<file path="src/rtl/irq_priority_encoder_pkg.sv">
// Shared types for the interrupt priority encoder: FSM state encoding and index-width helper.
package irq_prio_pkg;

  typedef enum logic {
    IDLE    = 1'b0,
    PRESENT = 1'b1
  } state_t;

  function automatic int idx_width(input int width);
    return (width > 2) ? $clog2(width) : 1;
  endfunction

endpackage

</file>
<file path="src/rtl/irq_priority_encoder_prio_pick.sv">
// Combinational highest-set-bit finder; index is only meaningful when any=1.
module prio_pick #(
  parameter int WIDTH = 8,
  parameter int OUT_W = 3
) (
  input  logic [WIDTH-1:0] vec,
  output logic             any,
  output logic [OUT_W-1:0] index
);

  always_comb begin
    any   = |vec;
    index = '0;
    for (int i = 0; i < WIDTH; i++) begin
      if (vec[i]) index = OUT_W'(i);
    end
  end

endmodule

</file>
<file path="src/rtl/irq_priority_encoder.sv">
// Edge-latched interrupt collector presenting one winning index at a time with valid/ack.
// Define IRQ_ROUND_ROBIN_EN for rotating priority; default build is fixed highest-index priority.
//
// state   | meaning
// IDLE    | nothing presented; grants the best eligible pending line on the next edge
// PRESENT | out_index/out_valid frozen until the consumer acks
module irq_priority_encoder
  import irq_prio_pkg::*;
#(
  parameter int WIDTH = 8,
  parameter int OUT_W = idx_width(WIDTH)
) (
  input  logic             clock,
  input  logic             reset_n,
  input  logic [WIDTH-1:0] req_in,
  input  logic [WIDTH-1:0] mask_in,
  input  logic             out_ack,
  output logic             out_valid,
  output logic [OUT_W-1:0] out_index,
  output logic [WIDTH-1:0] pending_out,
  output logic             dropped
);

  localparam logic [WIDTH-1:0] ONE = {{(WIDTH-1){1'b0}}, 1'b1};

  logic [WIDTH-1:0] req_d;
  logic [WIDTH-1:0] pending;
  logic [WIDTH-1:0] rise;
  logic [WIDTH-1:0] clr;
  logic [WIDTH-1:0] eligible;
  logic [WIDTH-1:0] pick_vec;
  logic             pick_any;
  logic [OUT_W-1:0] pick_idx;
  logic [OUT_W-1:0] winner;
  logic [OUT_W-1:0] index_d;
  logic             valid_d;
  state_t           state, state_d;

  assign rise        = req_in & ~req_d;
  assign clr         = (out_valid && out_ack) ? (ONE << out_index) : '0;
  assign eligible    = pending & ~mask_in;
  assign pending_out = pending;

`ifdef IRQ_ROUND_ROBIN_EN
  logic [OUT_W-1:0] last_grant, last_grant_d;

  // Rotating right by last_grant puts line (last_grant-1) mod WIDTH at the top slot.
  always_comb begin
    pick_vec = '0;
    for (int j = 0; j < WIDTH; j++) begin
      pick_vec[j] = eligible[(j + int'(last_grant)) % WIDTH];
    end
    winner = OUT_W'((int'(pick_idx) + int'(last_grant)) % WIDTH);
  end
`else
  assign pick_vec = eligible;
  assign winner   = pick_idx;
`endif

  prio_pick #(
    .WIDTH(WIDTH),
    .OUT_W(OUT_W)
  ) u_pick (
    .vec  (pick_vec),
    .any  (pick_any),
    .index(pick_idx)
  );

  always_comb begin
    state_d = state;
    valid_d = out_valid;
    index_d = out_index;
`ifdef IRQ_ROUND_ROBIN_EN
    last_grant_d = last_grant;
`endif
    case (state)
      IDLE: begin
        if (pick_any) begin
          state_d = PRESENT;
          valid_d = 1'b1;
          index_d = winner;
        end
      end
      PRESENT: begin
        if (out_ack) begin
          state_d = IDLE;
          valid_d = 1'b0;
`ifdef IRQ_ROUND_ROBIN_EN
          last_grant_d = out_index;
`endif
        end
      end
      default: begin
        state_d = IDLE;
        valid_d = 1'b0;
      end
    endcase
  end

  always_ff @(posedge clock or negedge reset_n) begin
    if (!reset_n) begin
      state     <= IDLE;
      req_d     <= '0;
      pending   <= '0;
      out_valid <= 1'b0;
      out_index <= '0;
      dropped   <= 1'b0;
`ifdef IRQ_ROUND_ROBIN_EN
      last_grant <= '0;
`endif
    end else begin
      state     <= state_d;
      req_d     <= req_in;
      // Set wins over clear so an edge landing on the retiring line is not lost.
      pending   <= (pending & ~clr) | rise;
      out_valid <= valid_d;
      out_index <= index_d;
      dropped   <= |(rise & pending & ~clr);
`ifdef IRQ_ROUND_ROBIN_EN
      last_grant <= last_grant_d;
`endif
    end
  end

endmodule

</file>
<file path="config.mk">
export PLATFORM = sky130hd
export DESIGN_NAME = irq_priority_encoder
export DESIGN_NICKNAME = d
export VERILOG_FILES = /design/src/rtl/irq_priority_encoder_pkg.sv /design/src/rtl/irq_priority_encoder_prio_pick.sv /design/src/rtl/irq_priority_encoder.sv
export SDC_FILE = /design/constraint.sdc
export NUM_CORES = 1
export LEC_CHECK = 0
export BUFFER_PORTS_ARGS = -buffer_cell sky130_fd_sc_hd__buf_2
export CAP_MARGIN = 20
export CORE_ASPECT_RATIO = 0.5
export CORE_MARGIN = 3
export CORE_UTILIZATION = 31
export DETAILED_ROUTE_END_ITERATION = 7
export GPL_TIMING_DRIVEN = 0
export PLACE_DENSITY = 0.63
export SYNTH_ARGS = -nofsm -noshare
export SYNTH_HDL_FRONTEND = slang
export SYNTH_SLANG_ARGS = --single-unit
</file>
<file path="constraint.sdc">
create_clock -name clock -period 1.4 [get_ports clock]
set_input_delay 0.28 -clock clock [delete_from_list [all_inputs] [get_ports clock]]
set_output_delay 0.28 -clock clock [all_outputs]
set_load 0.005 [all_outputs]
</file>
* After elaboration in Yosys (flattened, before gate mapping) *
Cells that the tools add are included.

cells by class
  add/sub/neg operators = 0
  multiply operators = 0
  div/mod/pow operators = 0
  magnitude comparators = 0
  equal/unequal tests = 2
  shift operators = 1
  mux-type cells = 14
  bitwise logic cells = 10
  reduce and logical (&&, ||, !) cells = 5

operators with widths
  cell                   number
  $and A8 B8 Y8          5
  $not A8 Y8             3
  $reduce_or A8 Y1       2
  $mux W3                4
  $mux W8                1
  $or A8 B8 Y8           1
  $shl A1 B3 Y8 const A  1
  $mux W1                5
  $mux W2                2
  $ne A2 B2 Y1 const B   2
  $pmux W1 S2            2
  $reduce_and A2 Y1      2
  $logic_and A1 B1 Y1    1
  $not A1 Y1             1

storage, ports and cells
  register bits = 22
  latch bits = 0
  bits in writable memories = 0
  memory bits (read-only) = 0
  input bits = 19
  output and inout bits = 13
  word-level logic and storage cells = 38
  memories = 0

* Depth between registers and ports, before layout *
Gate-level depths: netlist of run 1.

  word-level depth = 9
  mapped depth = 5
  gate-level depth less buffers = 4

* Hierarchy *
Synthesis of run 1 repeated with hierarchy kept, for this count alone.

unflattened totals
  cell total of the unflattened synthesis = 88
  area, all modules = 944.7 um2

by module, submodules not included
  module                instances  cells each  area each (um2)  seq. area each (um2)
  irq_priority_encoder  1          76          878.3            550.5
  prio_pick             1          12          66.3             0.0

* Least setup slack after synthesis of run 1 *
Ideal clock, no wire load.

  kind = register to register
  start point = register pending[3] (netlist: pending_out[3])
  end point = register out_index[0]
  library setup time = 0.128 ns
  arrival = 1.293 ns
  required time = 1.272 ns
  setup slack = -0.021 ns
  cell stages (with the launch flop) = 5
  buffers on the path = 0
  clock period less this slack = 1.421 ns
  cells stage by stage = dfrtp_1 -> nor2b_4 -> a2111oi_4 -> a21oi_2 -> mux2_1

on the way
  word-level cells in the longest chain between the ends = 6
  elaborated cells between the ends (all ways) = 8
  classes of those cells = mux (5); bitwise (1); reduce/logical (2)

RTL lines
  element                   line                                  source
  start: declaration        irq_priority_encoder.sv:27            logic [WIDTH-1:0] pending;
  start signal: assignment  irq_priority_encoder.sv:115           pending <= (pending & ~clr) | rise;
  $and A8 B8 Y8 (*)         irq_priority_encoder.sv:41            assign eligible = pending & ~mask_in;
  $mux W2                   irq_priority_encoder_prio_pick.sv:15  if (vec[i]) index = OUT_W'(i);
  $mux W3 (4 in series)     irq_priority_encoder_prio_pick.sv:15
  end signal: assignment    irq_priority_encoder.sv:117           out_index <= index_d;
  end: declaration          irq_priority_encoder.sv:19            output logic [OUT_W-1:0] out_index,

Mark *: on every way between the ends. The rest lies on a longest branch, timed or not.
A chain may end at the register's enable or synchronous reset.

* Worst setup path after layout of run 1 *
Ends and elaborated chain as after synthesis.

==> results of run 1 <==
critical path: cells and delay by family (launching register included):
kind,cells,cell delay [ns]
AOI/OAI and AO/OA,2,0.53
and+or+nand+nor,1,0.14
muxes,1,0.31
DFF,1,0.38
sequential cells by signal (all words and copies together) (netlist names):
| signal | cells |
|---|---|
| out_index | 3 |
| dropped | 1 |
| out_valid | 1 |
| state | 1 |
| pending_out | 8 |
| req_d | 8 |
layer usage:
metal	up-vias	share of wire	global-route usage
met1	395	0.50	0.185
met4	0	0.014	0.0367
li1	415	-	-
met2	22	0.45	0.187
met3	5	0.041	0.0315
met5	-	0	0
cell usage after synthesis:
library cell  count
a2111oi_4         1
a21o_1            1
a21o_2            1
a21oi_1           5
a21oi_2           1
a22o_1            2
a2bb2oi_1         1
a31oi_1           1
a41oi_1           2
and2b_4           1
and3_1            1
and3b_1           1
and4b_1           1
clkbuf_1          1
dfrtp_1          22
inv_1             7
mux2_1            2
nand2_1           8
nand2b_1          5
nand3_1           2
nand3b_1          4
nand4_1           1
nor2_1            2
nor2b_1           7
nor2b_4           1
nor4_4            1
o21ai_0           6
o22a_1            1
o31ai_1           3
or2b_2            1
cell type report:
class / count / area, sq um / area share
Inverter: 7 / 26.3 / 0.0190
Timing Repair Buffer: 41 / 233 / 0.168
Clock buffer: 3 / 41.3 / 0.0298
Sequential cell: 22 / 551 / 0.397
Multi-Input combinational cell: 63 / 485 / 0.350
Tap cell: 40 / 50.0 / 0.0361
what timing repair did:
action | 4_1_cts | 5_1_grt
endpoints found under the setup margin | 3 | 3
gates cloned | 0 | 0
endpoints found under the hold margin | 22 | 0
pin swaps | 3 | 0
gates resized for setup | 10 | 1
hold buffers | 1 | 0
buffers inserted | 7 | 2
layout by cell type (no fill, tap or decap), types with 2 or more instances in the layout:
cell,instances
nor2_1,2
nor2b_4,2
nand3_1,2
a41oi_1,2
inv_1,7
a21oi_1,5
clkbuf_8,3
nand2b_1,5
mux2_4,2
o21ai_0,6
a22o_1,2
o31ai_1,3
dfrtp_1,22
buf_2,31
nor2b_2,5
nand3b_1,4
buf_4,9
nand2_1,8
metrics by stage:
step           setup WS (ns)  hold slack [ns]  cells
3_3_place_gp          -0.119            0.276    164
5_1_grt               -0.126            0.123    176
6_report             -0.0693            0.133    176
3_5_place_dp          -0.129            0.280    164
2_1_floorplan        -0.0205          -0.0156     93
4_1_cts              -0.0548            0.126    175
final timing paths:
check | from | to | slack [ns] | cells past startpoint
max in group asynchronous | reset_n | req_d[7] | 0.56 | 2
setup reg to reg | pending_out[3] | out_index[0] | -0.07 | 4
setup / recovery | pending_out[3] | out_index[0] | -0.07 | 4
hold reg to reg | req_d[6] | pending_out[6] | 0.45 | 1
min in group asynchronous | reset_n | state | 0.51 | 2
hold / removal | req_in[7] | req_d[7] | 0.13 | 1
report_power, final:
part	switching, mW	internal, mW
sequential	0.170	0.791
clock	0.197	0.192
combinational	0.377	0.507
total	0.744	1.49
kinds of logic after synthesis:
group / count (synthesis)
simple gates: 36
compound gates: 25
flops: 22
buf+inv: 8
mux: 2
==> results.py, run 1 <==
metrics = {
    "logic_synthesis": {
        "synth_xor_area_frac": 0,
        "synth_fa_ha_area_frac": 0,
        "synthDominantCellAreaShare": 0.535,
        "synth_top_family_by_area": "simple AND/OR/NAND/NOR gates",
        "netlist_top_cells_area": "dfrtp_1, nor2b_1, nand2b_1, o21ai_0, nand2_1",
        "synth_mux_area_frac": 0.0219,
        "seq_area_frac_synth": 0.535,
        "yosys.area.top_type": "dfrtp_1",
        "synth-compound-area-share": 0.183,
        "synth_cells": 93,
        "post_synth_num_cell_types": 30,
        "average_cell_area_after_synthesis_sq_um": 11.1,
        "mappedNetlistNets": 112,
        "synth.ff_latch_count": 22,
        "synth_warnings": 0,
        "synth-simple-area-share": 0.231,
        "area_of_the_mapped_netlist_sq_um": 1030,
    },
    "final_layout": {
        "drive_above_1_share": 0.434,
        "postLayoutCellArea_sq_um": 1390,
        "num-fill-cells": 321,
        "area_delta_synth_final_pct": 34.6,
        "num-nets-final": 157,
        "final_core_util": 0.450,
        "insertedDiodeCount": 0,
    },
    "detailed_routing": {
        "route.detailed.vias_per_inst": 4.76,
        "initial_detailed_routing_violation_count": 25,
        "remaining_drcs": 0,
        "avgRoutedWirePerCell_microns": 13.0,
        "antenna_violating_nets_post_route": 0,
        "routed_wl_microns": 2290,
        "dr_total_vias": 837,
        "detail_route.first_pass.iterations": 4,
    },
    "pwr": {
        "areal_power_density_over_the_cells_nw_per_um2": 1610,
        "totalPowerFinal_mw": 2.23,
        "cellLeakagePower_nw": 0.640,
        "ir_drop_uv": 502,
    },
    "cts": {
        "clk_path_buf_depth": 2,
        "htree_num_levels": 1,
        "numClockSinks": 22,
        "clk-insertion-delay-late_ns": 0.26,
        "cts_root_buf": "clkbuf_8",
        "cts.reportedPaths.clkPinSlew_ns": 0.08,
        "cts_tree": "yes",
        "cts-buffers-inserted": 3,
    },
    "sta": {
        "setup-tns-final_ns": -0.145,
        "timing.max_slew.rel_slack": 0.671,
        "final.setup.worst_slack_ns": -0.0693,
        "timing.final.max_slew_violations": 0,
        "final-setup-viol-count": 3,
        "max_clock_freq_mhz": 681,
        "final_period_minus_worst_setup_slack_ns": 1.47,
        "rsz0062_at_grt": "yes",
        "post-route-period-util": 1.05,
        "timing.clock.skew_ns": 0.00197,
        "hold_vio_cnt_final": 0,
        "tightestPinTransition_ns": 0.493,
    },
    "run_status": {
        "violations": "setup timing",
        "status": "finished with violations",
    },
    "global_route": {
        "first_global_vias": 797,
        "grt_overflow": 0,
        "grt_pass1_wl_microns": 3900,
        "grt_max_degree": 23,
        "groute.usage.overall": 0.127,
        "grt_antenna_before_repair": 0,
    },
    "placement": {
        "port_buffers": 31,
        "dp.final_hpwl_microns": 1730,
        "gp_congestion": 0.709,
        "dpl-instance-area_sq_um": 1230,
    },
    "floorplanning": {
        "start_util": 0.334,
        "die_h_microns": 46.8,
        "core_region_area_sq_um": 3080,
        "die_width_microns": 87.5,
        "ioPinCount": 32,
        "fp.dieArea_sq_um": 4090,
        "placementRows": 14,
    },
    "worst_setup_path": {
        "cp_data_required_time_ns": 1.55,
        "criticalPathCategory": "flip-flop to flip-flop",
        "endpoint_kind": "flip-flop",
        "worst_path_largest_cell_delay_ns": 0.40,
        "critPathLaunchType": "flip-flop",
        "worstPathCellList": "nor2b_4 -> a2111oi_4 -> a21oi_4 -> mux2_4",
        "arrival_ns": 1.62,
        "critPathMaxFanout": 4,
        "timing.critical_path.slowest_stage_cell": "a2111oi_4",
    },
    "min_path": {
        "hp-class": "input pin to flip-flop",
    },
    "flow_run": {
        "cap_viol_max_count": 0,
    },
}
Power figures use the tool's default switching activity.
==> run 2: changes to the inputs <==
PLACE_DENSITY = 0.66   (was 0.63)
SYNTH_HIERARCHICAL = 1   (was unset)
==> run 2 against run 1 <==
Against the previous run:
- the flow still finishes with violations (setup timing)
- synthesized cell count decreased by 5.4%
- clock power increased by 54%
- combinational power increased by 27%
- wire length increased by 18%
- critical endpoint is now dropped
==> results.py, run 2 <==
metrics = {
    "run_status": {
        "violations": "setup timing",
        "status": "finished with violations",
    },
    "detailed_routing": {
        "antenna_violating_nets_post_route": 0,
        "remaining_drcs": 0,
        "detail_route.first_pass.iterations": 4,
        "avgRoutedWirePerCell_microns": 14.9,
        "dr_total_vias": 860,
        "initial_detailed_routing_violation_count": 46,
        "route.detailed.vias_per_inst": 4.78,
        "routed_wl_microns": 2690,
    },
    "logic_synthesis": {
        "netlist_top_cells_count": "dfrtp_1, nand2_1, nor2b_1",
        "netlist_top_cells_area": "dfrtp_1, nand2_1, nor2b_1, nand2b_1, mux2_1",
        "area_of_the_mapped_netlist_sq_um": 945,
        "synth_warnings": 6,
        "mappedNetlistNets": 107,
        "synth_cells": 88,
        "synthDominantCellAreaShare": 0.583,
        "synthArstFlopShare": 1.00,
        "dominantRegCellSynth": "dfrtp_1",
        "synth_enable_flop_cells": 0,
        "average_cell_area_after_synthesis_sq_um": 10.7,
        "yosys.area.top_type": "dfrtp_1",
        "post_synth_num_cell_types": 24,
        "synth.ff_latch_count": 22,
        "seq_area_frac_synth": 0.583,
        "most_common_cell_in_the_synthesized_netlist": "dfrtp_1",
    },
    "worst_setup_path": {
        "critPathMaxFanout": 4,
        "regToRegStartpoint": "out_index[1]",
        "timing.critical_path.slowest_stage_cell": "or4b_4",
        "criticalPathCategory": "flip-flop to flip-flop",
        "crit_family": "simple AND/OR/NAND/NOR gates",
        "cp_data_required_time_ns": 1.54,
        "timing.critical_path.from": "out_index[1]",
        "arrival_ns": 1.82,
        "critPathLaunchType": "flip-flop",
        "worstPathCellList": "nor2b_2 -> or4b_4 -> nand2_2 -> o22ai_1 -> or3_1",
        "endpoint_kind": "flip-flop",
        "worstPathBufferInverterCount": 0,
        "worst_path_largest_cell_delay_ns": 0.48,
    },
    "placement": {
        "dp.final_hpwl_microns": 1640,
        "gp_congestion": 0.799,
        "port_buffers": 31,
        "dp_cell_count": 156,
    },
    "pwr": {
        "ir_drop_uv": 676,
        "areal_power_density_over_the_cells_nw_per_um2": 1790,
        "cellLeakagePower_nw": 0.741,
    },
    "final_layout": {
        "multi_input_gate_area_sq_um": 504,
        "final_cell_count_no_fill": 180,
        "most-common-layout-cells": "buf_2, dfrtp_1, buf_4",
        "insertedDiodeCount": 0,
        "num-fill-cells": 229,
        "num-nets-final": 163,
        "register_area_sq_um": 556,
        "drive_above_1_share": 0.587,
        "layout_commonest_cell": "buf_2",
        "area_delta_synth_final_pct": 59.6,
    },
    "floorplanning": {
        "start_util": 0.344,
        "ioPinCount": 32,
        "core_region_area_sq_um": 2750,
        "die_h_microns": 45.0,
        "fp.dieArea_sq_um": 3790,
        "placementRows": 13,
        "die_width_microns": 84.1,
    },
    "sta": {
        "timing.clock.skew_ns": 0.00538,
        "final.setup.worst_slack_ns": -0.279,
        "rsz0062_at_grt": "yes",
        "tightestPinTransition_ns": 0.491,
        "hold_vio_cnt_final": 0,
        "timing.max_slew.rel_slack": 0.673,
        "final_period_minus_worst_setup_slack_ns": 1.68,
        "max_clock_freq_mhz": 596,
        "post-route-period-util": 1.20,
        "finalHoldWorstSlack_ns": 0.130,
        "timing.final.max_slew_violations": 0,
        "final-setup-viol-count": 2,
    },
    "cts": {
        "cts_tree": "yes",
        "numClockSinks": 22,
        "cts_root_buf": "clkbuf_8",
        "htree_num_levels": 1,
        "cts-buffers-inserted": 3,
        "cts.reportedPaths.clkPinSlew_ns": 0.08,
        "clk_path_buf_depth": 2,
        "clk-insertion-delay-late_ns": 0.27,
    },
    "global_route": {
        "grt_pass1_wl_microns": 3930,
        "first_global_vias": 832,
        "grt_max_degree": 23,
        "groute.usage.overall": 0.139,
        "grt_overflow": 0,
        "grt_antenna_before_repair": 0,
    },
    "flow_run": {
        "cap_viol_max_count": 0,
    },
    "min_path": {
        "hp-class": "input pin to flip-flop",
        "hold_path_startpoint": "req_in[5]",
    },
}
run 2: cell count changes after synthesis, sizes merged, moves of 2 or more:
cell / delta
nand3b: -4
nor2: +3
a41oi: -2
nand2: +7
a21oi: -3
o21ai: -5
nor2b: +2
a22o: -2
o41ai: +2
nand2b: +3
inv: -3
o22ai: +2
run 2: cell families (layout without fill, tap and decap cells):
kind of cell,after synthesis,count (layout),synth area share
simple gates,44,44,0.245
compound gates,15,15,0.121
flops,22,22,0.583
mux,3,3,0.0358
buf+inv,4,59,0.0159
run 2: worst reg2reg max path, stage by stage (launching register included):
cell and delay (ns):
dfrtp_2 0.45, nor2b_2 0.14, or4b_4 0.48, nand2_2 0.10, o22ai_1 0.06, or3_1 0.33
run 2: area by class of cell:
type,instances,area share
clock inverters,1,0.0199
well taps,37,0.0307
inverters,4,0.00996
repair buffers,51,0.209
clock buffers,3,0.0274
flip-flops and latches,22,0.368
multi-input cells,62,0.334
run 2: final timing paths:
path,end,slack (ns),cells past startpoint
min in group asynchronous,pending_out[5],0.50,2
min reg2reg,pending_out[2],0.50,2
max in group asynchronous,out_valid,0.54,2
max,dropped,-0.28,5
min,req_d[5],0.13,1
max reg2reg,dropped,-0.28,5
run 2: where the power goes:
group / leakage (nW) / total [mW] / internal (mW) / switching (mW)
combinational: 0.477 / 1.12 / 0.641 / 0.477
sequential: 0.228 / 0.986 / 0.788 / 0.199
clock: 0.0357 / 0.600 / 0.382 / 0.218
run 2: stage by stage:
| stage | cell area, sq um | power, mW | worst slack (ns) | setup TNS, ns | utilization |
|---|---|---|---|---|---|
| floorplan | 955 | 1.27 | -0.171 | -0.171 | - |
| global placement | 1160 | 1.53 | -0.314 | -0.572 | 0.421 |
| detailed placement | 1160 | 1.54 | -0.333 | -0.634 | 0.421 |
| CTS | 1360 | 2.38 | -0.254 | -0.254 | 0.494 |
| global route | 1510 | 2.82 | -0.317 | -0.489 | 0.548 |
| finish | 1510 | 2.70 | -0.279 | -0.368 | 0.548 |
run 2: repair_timing:
action / in CTS / in global routing
gates resized for setup: 17 / 17
cloned: 0 / 0
hold buffers: 1 / 0
setup buffers: 8 / 11
endpoints found under the setup margin: 4 / 5
hold endpoints to repair: 22 / 0
pin swaps: 3 / 4
run 2: metal layers:
| layer | GRT usage | vias up | share of wire |
|---|---|---|---|
| li1 | - | 412 | - |
| met1 | 0.163 | 415 | 0.45 |
| met2 | 0.235 | 27 | 0.49 |
| met3 | 0.0492 | 6 | 0.042 |
| met4 | 0.0641 | 0 | 0.021 |
| met5 | 0 | - | 0 |
